### src/rtl/rw_arb_pkg.sv
// Shared types and constants for the read/write burst arbiter.
//   arb_state_t : grant state (idle, read burst, write burst)
//   GNT_READ / GNT_WRITE : encoding of the served direction (read_or_write, last_served)
//   DEF_* : default widths for the arbiter and its testbench
package rw_arb_pkg;

    localparam int unsigned DEF_R_WIDTH = 32;
    localparam int unsigned DEF_W_WIDTH = 64;
    localparam int unsigned DEF_LEN_W   = 4;

    typedef enum logic [1:0] {
        ARB_IDLE  = 2'd0,
        ARB_READ  = 2'd1,
        ARB_WRITE = 2'd2
    } arb_state_t;

    localparam logic GNT_READ  = 1'b0;
    localparam logic GNT_WRITE = 1'b1;

endpackage

### src/rtl/rw_arb_skid.sv
// Two-entry valid/ready register slice. Accepts a new word whenever it is
// not full, so a continuous stream passes at full rate with one cycle of latency.
//   clk, rst   : clock, synchronous active-low reset (empties the slice)
//   i_data/i_valid/o_ready : upstream side
//   o_data/o_valid/i_ready : downstream side (o_data is the head register)
module rw_arb_skid #(
    parameter int unsigned WIDTH = 66
) (
    input  logic             clk,
    input  logic             rst,
    input  logic [WIDTH-1:0] i_data,
    input  logic             i_valid,
    output logic             o_ready,
    output logic [WIDTH-1:0] o_data,
    output logic             o_valid,
    input  logic             i_ready
);

    logic [1:0]       r_count;
    logic [WIDTH-1:0] r_buf0;
    logic [WIDTH-1:0] r_buf1;
    logic             w_push;
    logic             w_pop;

    assign o_ready = (r_count != 2'd2);
    assign o_valid = (r_count != 2'd0);
    assign o_data  = r_buf0;
    assign w_push  = i_valid & o_ready;
    assign w_pop   = o_valid & i_ready;

    // r_buf0 is always the head; r_buf1 only holds a word while the head is stalled.
    always_ff @(posedge clk) begin
        if (!rst) begin
            r_count <= 2'd0;
            r_buf0  <= '0;
            r_buf1  <= '0;
        end else begin
            case ({w_push, w_pop})
                2'b10: begin
                    if (r_count == 2'd0) r_buf0 <= i_data;
                    else                 r_buf1 <= i_data;
                    r_count <= r_count + 2'd1;
                end
                2'b01: begin
                    r_buf0  <= r_buf1;
                    r_count <= r_count - 2'd1;
                end
                2'b11: begin
                    if (r_count == 2'd1) begin
                        r_buf0 <= i_data;
                    end else begin
                        r_buf0 <= r_buf1;
                        r_buf1 <= i_data;
                    end
                end
                default: ;
            endcase
        end
    end

endmodule

### src/rtl/rw_burst_arbiter.sv
// Round-robin arbiter sharing one cache datapath port between a read and a
// write requester; the grant is held for a whole burst.
//   clk, rst                        : clock, synchronous active-low reset
//   rdata/r_valid/r_len/r_ready     : read requester (data zero-extended on output)
//   wdata/w_valid/w_len/w_ready     : write requester
//   out_data/out_valid/out_ready    : granted beat stream to the cache pipeline
//   read_or_write, out_last         : beat tags (0 = read, 1 = write; final beat)
// Build option RW_ARB_OUT_REG_EN: registers the output stream through a
// two-entry skid slice (+1 cycle latency); undefined gives a combinational path.
module rw_burst_arbiter
    import rw_arb_pkg::*;
#(
    parameter int unsigned R_WIDTH = DEF_R_WIDTH,
    parameter int unsigned W_WIDTH = DEF_W_WIDTH,
    parameter int unsigned LEN_W   = DEF_LEN_W
) (
    input  logic               clk,
    input  logic               rst,
    input  logic [R_WIDTH-1:0] rdata,
    input  logic               r_valid,
    input  logic [LEN_W-1:0]   r_len,
    output logic               r_ready,
    input  logic [W_WIDTH-1:0] wdata,
    input  logic               w_valid,
    input  logic [LEN_W-1:0]   w_len,
    output logic               w_ready,
    output logic [W_WIDTH-1:0] out_data,
    output logic               out_valid,
    input  logic               out_ready,
    output logic               read_or_write,
    output logic               out_last
);

    arb_state_t         r_state;
    logic [LEN_W-1:0]   r_burst_len;
    logic [LEN_W-1:0]   r_beat_cnt;
    logic               r_last_served;

    logic               w_active;
    logic               w_sel_valid;
    logic               w_sel_ready;
    logic [W_WIDTH-1:0] w_sel_data;
    logic               w_dir;
    logic               w_last;
    logic               w_hs;

    assign w_active = (r_state != ARB_IDLE);
    assign w_last   = w_active && (r_beat_cnt == r_burst_len);
    assign w_hs     = w_sel_valid & w_sel_ready;
    assign r_ready  = (r_state == ARB_READ)  & w_sel_ready;
    assign w_ready  = (r_state == ARB_WRITE) & w_sel_ready;

    // Mux the granted requester onto the internal beat stream; idle drives zeros.
    always_comb begin
        w_sel_valid = 1'b0;
        w_sel_data  = '0;
        w_dir       = GNT_READ;
        case (r_state)
            ARB_READ: begin
                w_sel_valid = r_valid;
                w_sel_data  = W_WIDTH'(rdata);
                w_dir       = GNT_READ;
            end
            ARB_WRITE: begin
                w_sel_valid = w_valid;
                w_sel_data  = wdata;
                w_dir       = GNT_WRITE;
            end
            default: ;
        endcase
    end

    // Grant FSM: round-robin pick in IDLE, lock until the last beat handshakes.
    always_ff @(posedge clk) begin
        if (!rst) begin
            r_state       <= ARB_IDLE;
            r_last_served <= GNT_WRITE;
            r_beat_cnt    <= '0;
            r_burst_len   <= '0;
        end else begin
            case (r_state)
                ARB_IDLE: begin
                    if (r_valid && (!w_valid || (r_last_served == GNT_WRITE))) begin
                        r_state     <= ARB_READ;
                        r_burst_len <= r_len;
                        r_beat_cnt  <= '0;
                    end else if (w_valid) begin
                        r_state     <= ARB_WRITE;
                        r_burst_len <= w_len;
                        r_beat_cnt  <= '0;
                    end
                end
                ARB_READ, ARB_WRITE: begin
                    if (w_hs) begin
                        if (w_last) begin
                            r_state       <= ARB_IDLE;
                            r_last_served <= w_dir;
                        end else begin
                            r_beat_cnt <= r_beat_cnt + LEN_W'(1);
                        end
                    end
                end
                default: r_state <= ARB_IDLE;
            endcase
        end
    end

`ifdef RW_ARB_OUT_REG_EN
    logic [W_WIDTH+1:0] w_skid_out;
    logic               w_skid_in_ready;

    // Payload packs {direction, last, data}; beat counting stays on the input side.
    rw_arb_skid #(
        .WIDTH (W_WIDTH + 2)
    ) u_skid (
        .clk     (clk),
        .rst     (rst),
        .i_data  ({w_dir, w_last, w_sel_data}),
        .i_valid (w_sel_valid),
        .o_ready (w_skid_in_ready),
        .o_data  (w_skid_out),
        .o_valid (out_valid),
        .i_ready (out_ready)
    );

    assign w_sel_ready   = w_active & w_skid_in_ready;
    assign read_or_write = w_skid_out[W_WIDTH+1];
    assign out_last      = w_skid_out[W_WIDTH];
    assign out_data      = w_skid_out[W_WIDTH-1:0];
`else
    assign w_sel_ready   = w_active & out_ready;
    assign out_valid     = w_sel_valid;
    assign out_data      = w_sel_data;
    assign read_or_write = w_dir;
    assign out_last      = w_last;
`endif

endmodule

### config.mk
export PLATFORM = sky130hd
export DESIGN_NAME = rw_burst_arbiter
export DESIGN_NICKNAME = d
export VERILOG_FILES = /design/src/rtl/rw_arb_pkg.sv /design/src/rtl/rw_arb_skid.sv /design/src/rtl/rw_burst_arbiter.sv
export SDC_FILE = /design/constraint.sdc
export NUM_CORES = 1
export LEC_CHECK = 0
export CAP_MARGIN = 20
export CORE_MARGIN = 1.5
export CORE_UTILIZATION = 24
export CTS_CLUSTER_SIZE = 10
export DETAILED_ROUTE_END_ITERATION = 10
export PLACE_DENSITY = 0.77
export SLEW_MARGIN = 20
export SYNTH_ARGS = -nofsm -noshare
export SYNTH_HDL_FRONTEND = slang
export SYNTH_SLANG_ARGS = --single-unit
### constraint.sdc
create_clock -name clk -period 1.7 [get_ports clk]
set_input_delay 0.425 -clock clk [delete_from_list [all_inputs] [get_ports clk]]
set_output_delay 0.425 -clock clk [all_outputs]
set_load 0.02 [all_outputs]
### Word level (Yosys, flattened, before mapping)

Index checks and enable logic that the tools add are counted.

| word-level totals | value |
|---|---|
| output and inout port bits | 69 |
| bits in registers | 11 |
| logic and storage cells | 44 |

| cells by class | value |
|---|---|
| bitwise gates (word level) | 4 |
| equality and inequality tests | 7 |
| multiplexer cells | 15 |
| $add $sub $neg | 1 |
| reduce and logical (&&, ||, !) cells | 13 |

Operators with widths:

| cell | number |
|---|---|
| 64-bit case mux with 2 select lines | 1 |
| 4-bit two-way mux | 6 |
| 2-bit two-way mux | 4 |
| 4-bit case mux with 2 select lines | 1 |
| 2-bit inequality test (second input constant) | 3 |
| 3-bit AND reduction | 2 |
| 2-bit nonzero test | 3 |
| 4-bit by 1-bit adder with 4-bit output (second input constant) | 1 |
| 1-bit bitwise AND | 4 |
| 4-bit equality test | 1 |
| 2-bit case mux with 2 select lines | 1 |
| 4-bit AND reduction | 1 |
| 3-bit inequality test (second input constant) | 1 |
| 2-bit by 1-bit equality test with 1-bit output (second input constant) | 1 |
| 2-bit equality test (second input constant) | 1 |
| 1-bit logical AND | 2 |
| 2-bit zero test | 1 |
| 1-bit case mux with 2 select lines | 1 |
| 2-bit AND reduction | 1 |
| 2-bit OR reduction | 1 |
| 1-bit zero test | 1 |
| 1-bit logical OR | 1 |
| 1-bit two-way mux | 1 |

### Logic depth before layout (Yosys ltp)

| logic depth | value |
|---|---|
| depth after elaboration | 5 |
| gate-level depth with buffers | 7 |
| gate-level depth less buffers | 6 |

### Least setup slack after synthesis

OpenSTA, ideal clock, no wires.

| path | value |
|---|---|
| path kind | flip-flop to output port |
| start | register r_state[0] |
| end | output port out_data[21] |
| path slack | -0.354 ns |
| data required time | 1.275 ns |
| buffers on the path | 2 |
| arrival time | 1.629 ns |
| cell stages (with the launch flop) | 7 |
| path through | dfxtp_1 -> inv_1 -> ha_1 -> buf_2 -> clkbuf_1 -> a22oi_1 -> nor2b_1 |

| between the ends | value |
|---|---|
| cells in the longest elaborated chain, start to end | 2 |
| elaborated cells on any way between the ends | 3 |

RTL lines:

| element | line | RTL |
|---|---|---|
| start, declared | rw_burst_arbiter.sv:34 | `arb_state_t r_state;` |
| start signal, assigned | rw_burst_arbiter.sv:76 | `r_state <= ARB_IDLE;` |
| start signal, assigned | rw_burst_arbiter.sv:84 | `r_state <= ARB_READ;` |
| start signal, assigned | rw_burst_arbiter.sv:88 | `r_state <= ARB_WRITE;` |
| 2-bit equality test / 2-bit by 1-bit equality test with 1-bit output (equally long branches) | rw_burst_arbiter.sv:58 | `case (r_state)` |
| 64-bit case mux with 2 select lines * | rw_burst_arbiter.sv:58 |  |
| end, declared | rw_burst_arbiter.sv:27 | `output logic [W_WIDTH-1:0] out_data,` |

Every way passes the cells marked *; elsewhere a longest branch is shown, timed or not.

### Worst setup path after layout

| path | value |
|---|---|
| start | register r_state[1] |
| end | output port out_data[10] |

Same word-level chain as after synthesis.

==> key figures <==
Place
  • Post-DP HPWL: 5.90 mm
  • Count of placed standard cells including taps: 459
  • Buffers on Ports: 177
  • Routability-driven placement congestion ratio: 0.795

Power
  • Clock network fraction of design power: 0.101
  • Switching fraction of total power: 0.365
  • Proportion of power drawn by flip-flops and latches: 0.113
  • Cell leakage power: 1.79 nW
  • Relative contribution of combinational cells to total power: 0.786
  • Internal cell power: 1.70 mW
  • Net switching power: 0.974 mW
  • Maximum resistive drop on vdd: 0.486 mV
  • Power density over the cells: 585 nW/um2

Setup path
  • Kind of cell with the highest combined delay on the critical path: buffers and inverters
  • Launching element of the worst setup path: r_state[1]
  • CP max stage cell: sky130_fd_sc_hd__dfxtp_2
  • CP most frequent cell: sky130_fd_sc_hd__buf_6
  • Sort of element at the end of the critical path: primary output
  • RR Startpoint: r_state[1]
  • Worst Reg2Reg Path Length in Cells: 8
  • Crit-path max FO: 5
  • End of the worst register-to-register path: r_beat_cnt[3]
  • Setup slack of the most critical reg-to-reg path: -0.17 ns
  • Worst path buffer plus inverter count: 3
  • Data required time at the worst endpoint: 1.27 ns
  • CP Class: reg -> out
  • Critical path data arrival time: 1.57 ns
  • Kind of start point of the critical path: flop
  • Cells along the critical path: buf_6, ha_4, bufbuf_16, a22oi_2, nor2b_4, buf_6
  • Peak per-stage delay on the critical path: 0.32 ns

Clock network
  • Clock transition at path regs: 0.05 ns
  • TritonCTS clock tree: done
  • Clock tree root buffer cell: sky130_fd_sc_hd__clkbuf_8
  • CTS max path bufs: 2
  • H-Tree Level Count: 1
  • Num CTS Buffers: 3
  • CTS hold repair buffers: 0
  • Clock latency on the worst-skew pair: 0.25 ns
  • Total number of clock tree sinks: 11

Floorplan
  • Top-level I/O count: 178
  • Total die area: 6610 um2
  • Die Height: 81.3 um
  • DIE WIDTH: 81.3 um
  • Placeable core region: 5920 um2
  • Initial core utilization: 0.249
  • Site Rows: 28

GRT
  • Met3 track demand over resource: 0.0663
  • GR peak layer: met2
  • Via count of the first global-routing pass: 2366
  • Number of antenna violations at the first check in global routing: 0
  • Pin count of the biggest net entering global routing: 25
  • GR Util met1: 0.253
  • Global-route total usage across every layer: 0.245
  • Met2 usage in global routing: 0.467
  • Global-route wire length before repair: 12.4 mm
  • Overflow left after global routing: 0

Timing
  • Maximum clock frequency: 502 MHz
  • Final max-slew violation count: 0
  • Worst clock skew: 0.00415 ns
  • Final hold vios: 0
  • Period Utilization, post-route: 1.17
  • Worst Hold Margin: 0.528 ns
  • Actual slew at the worst max-slew pin: 0.305 ns
  • Worst setup slack after layout: -0.292 ns
  • Total setup violations reported at the end of the flow: 70
  • Crit path time final: 1.99 ns
  • Max-slew headroom at the worst pin: 0.794
  • Unrepaired setup endpoints after global routing: true

Cells and area
  • Relative area change from synthesis to final layout: 210%
  • Number of nets in the layout: 517
  • Number of standard cells in the final layout excluding fillers: 478
  • Most common cell after layout, fill and taps aside: sky130_fd_sc_hd__clkdlybuf4s50_1
  • Share of post-route cells with drive strength above 1: 0.596
  • Top library cells by usage in the layout, fill and taps aside: sky130_fd_sc_hd__clkdlybuf4s50_1, sky130_fd_sc_hd__buf_6, sky130_fd_sc_hd__and2_4
  • # diodes: 0

Yosys
  • Count of warnings emitted by yosys: 0
  • Netlist area before placement: 1470 um2
  • Synthesized Nets: 309
  • Seq cells post-synth: 11
  • Share of the yosys chip area belonging to registers: 0.150
  • Post-synthesis area per instance: 7.51 um2
  • Number of distinct library cell variants in the gate-level netlist after synthesis: 38
  • Post-Syn Instances: 196

Outcome
  • Violated checks: negative setup slack
  • Outcome: complete, but fails checks

Routing
  • Drt via density: 4.92
  • Total detailed-routing wirelength: 9.10 mm
  • Total number of vias: 2351
  • DRC viols: 0
  • Number of iterations in the first detailed-routing pass: 4
  • Remaining antenna violation count: 0
  • Post-detailed-route wirelength per cell: 19.0 um
  • Initial DRC Count: 46

Worst hold path
  • Hold Crit Depth: 2
  • Critical hold path startpoint: r_burst_len[3]
  • Path type of the worst min-delay path: reg -> reg
  • Hold Crit Endpoint: r_burst_len[3]

Flow run
  • Max-Cap Viols: 0
## how the worst max path moves through the flow
| stage | endpoint | slack, ns | cells after the start |
|---|---|---|---|
| final | out_data[10] | -0.29 | 6 |
| after global routing | out_data[15] | -0.33 | 7 |
| after CTS | out_data[31] | -0.28 | 7 |
| after detailed placement | out_valid | -0.53 | 4 |
| after global placement | out_valid | -0.52 | 4 |
| after floorplan | out_data[21] | 0.003 | 6 |
## through the flow
step / setup slack, ns / setup TNS, ns / power (mW) / utilization / cell area, um2
detailed placement: -0.532 / -29.42 / 1.83 / 0.638 / 3780
global route: -0.325 / -19.03 / 2.78 / 0.771 / 4560
finish: -0.292 / -15.88 / 2.67 / 0.771 / 4560
CTS: -0.285 / -15.17 / 2.51 / 0.733 / 4340
global placement: -0.516 / -27.17 / 1.80 / 0.638 / 3780
floorplan: 0.00264 / 0 / 1.14 / - / 1730
## power by group through the flow
stage / clock network (mW) / logic (mW) / registers [mW]
floorplan: 0 / 0.834 / 0.303
global route: 0.285 / 2.19 / 0.304
detailed placement: 0 / 1.53 / 0.304
CTS: 0.279 / 1.93 / 0.301
global placement: 0 / 1.50 / 0.303
finish: 0.271 / 2.10 / 0.301
## cells by family (layout without fill, tap and decap cells)
kind of cell,after synthesis,count (layout),share of synthesized area
xor gates and xnor gates,4,4,0.0442
AOI/OAI and AO/OA,55,55,0.277
and+or+nand+nor,95,95,0.401
adders and majority gates,4,4,0.0340
muxes,5,5,0.0340
DFF,11,11,0.150
buffers and inverters,22,229,0.0595
## synth_stat cells
master,number,area share
sky130_fd_sc_hd__dfxtp_1,11,0.15
sky130_fd_sc_hd__buf_1,2,0.0051
sky130_fd_sc_hd__nor3b_1,1,0.0051
sky130_fd_sc_hd__clkbuf_1,12,0.031
sky130_fd_sc_hd__a211oi_1,4,0.020
sky130_fd_sc_hd__nor2b_1,33,0.14
sky130_fd_sc_hd__or2_2,1,0.0043
sky130_fd_sc_hd__nand3b_1,1,0.0051
sky130_fd_sc_hd__ha_1,4,0.034
sky130_fd_sc_hd__inv_1,4,0.010
sky130_fd_sc_hd__xnor2_2,4,0.044
sky130_fd_sc_hd__and4_2,1,0.0068
sky130_fd_sc_hd__nor2_1,6,0.015
sky130_fd_sc_hd__nand4_2,1,0.0085
sky130_fd_sc_hd__o22ai_1,3,0.013
sky130_fd_sc_hd__nand3_1,3,0.010
sky130_fd_sc_hd__o311ai_0,1,0.0060
sky130_fd_sc_hd__o21ai_0,3,0.010
sky130_fd_sc_hd__nand2_1,3,0.0077
sky130_fd_sc_hd__a2bb2oi_1,1,0.0060
sky130_fd_sc_hd__o21a_1,3,0.015
sky130_fd_sc_hd__buf_2,4,0.014
sky130_fd_sc_hd__and3_2,1,0.0051
sky130_fd_sc_hd__and3b_1,4,0.024
sky130_fd_sc_hd__o2bb2ai_1,1,0.0060
sky130_fd_sc_hd__mux2i_1,5,0.034
sky130_fd_sc_hd__a22o_1,1,0.0060
sky130_fd_sc_hd__o31a_1,1,0.0060
sky130_fd_sc_hd__a21oi_1,2,0.0068
sky130_fd_sc_hd__or3_1,1,0.0043
sky130_fd_sc_hd__and2_1,36,0.15
sky130_fd_sc_hd__and3_1,1,0.0043
sky130_fd_sc_hd__o21ai_2,1,0.0060
sky130_fd_sc_hd__nand2b_1,1,0.0043
sky130_fd_sc_hd__nor3_1,1,0.0034
sky130_fd_sc_hd__a22oi_1,32,0.16
sky130_fd_sc_hd__a311o_1,1,0.0068
sky130_fd_sc_hd__a21o_2,1,0.0060
## cell type report
class	instances	area, um2
Timing Repair Buffer	221	2450
Multi-Input combinational cell	163	1730
Fill cell	359	1360
Sequential cell	11	223
Tap cell	75	93.8
Clock buffer	4	45.0
Inverter	4	15.0
## state kept, by name, summed over array words and instances (netlist names)
register       cells
r_beat_cnt         4
r_burst_len        4
r_last_served      1
r_state            2
## worst register-to-register path, cell delays in order, from the launching register on
cell                      delay (ns)
sky130_fd_sc_hd__dfxtp_2        0.33
sky130_fd_sc_hd__inv_1          0.09
sky130_fd_sc_hd__ha_4           0.33
sky130_fd_sc_hd__buf_6          0.13
sky130_fd_sc_hd__and3b_1        0.20
sky130_fd_sc_hd__buf_4          0.15
sky130_fd_sc_hd__nand3_2        0.09
sky130_fd_sc_hd__or3_4          0.37
sky130_fd_sc_hd__o22ai_2        0.11
## layer usage
layer,vias up,part of all wire
li1,1117,-
met1,1109,0.35
met2,104,0.55
met3,21,0.072
met4,0,0.022
met5,-,0
## timing repair
action	4_1_cts	5_1_grt
gates resized for setup	460	52
setup buffers	5	3
endpoints found under the setup margin	74	75
cloned	6	2
pin swaps	21	25
No activity file was read; power rests on OpenSTA's default activity.
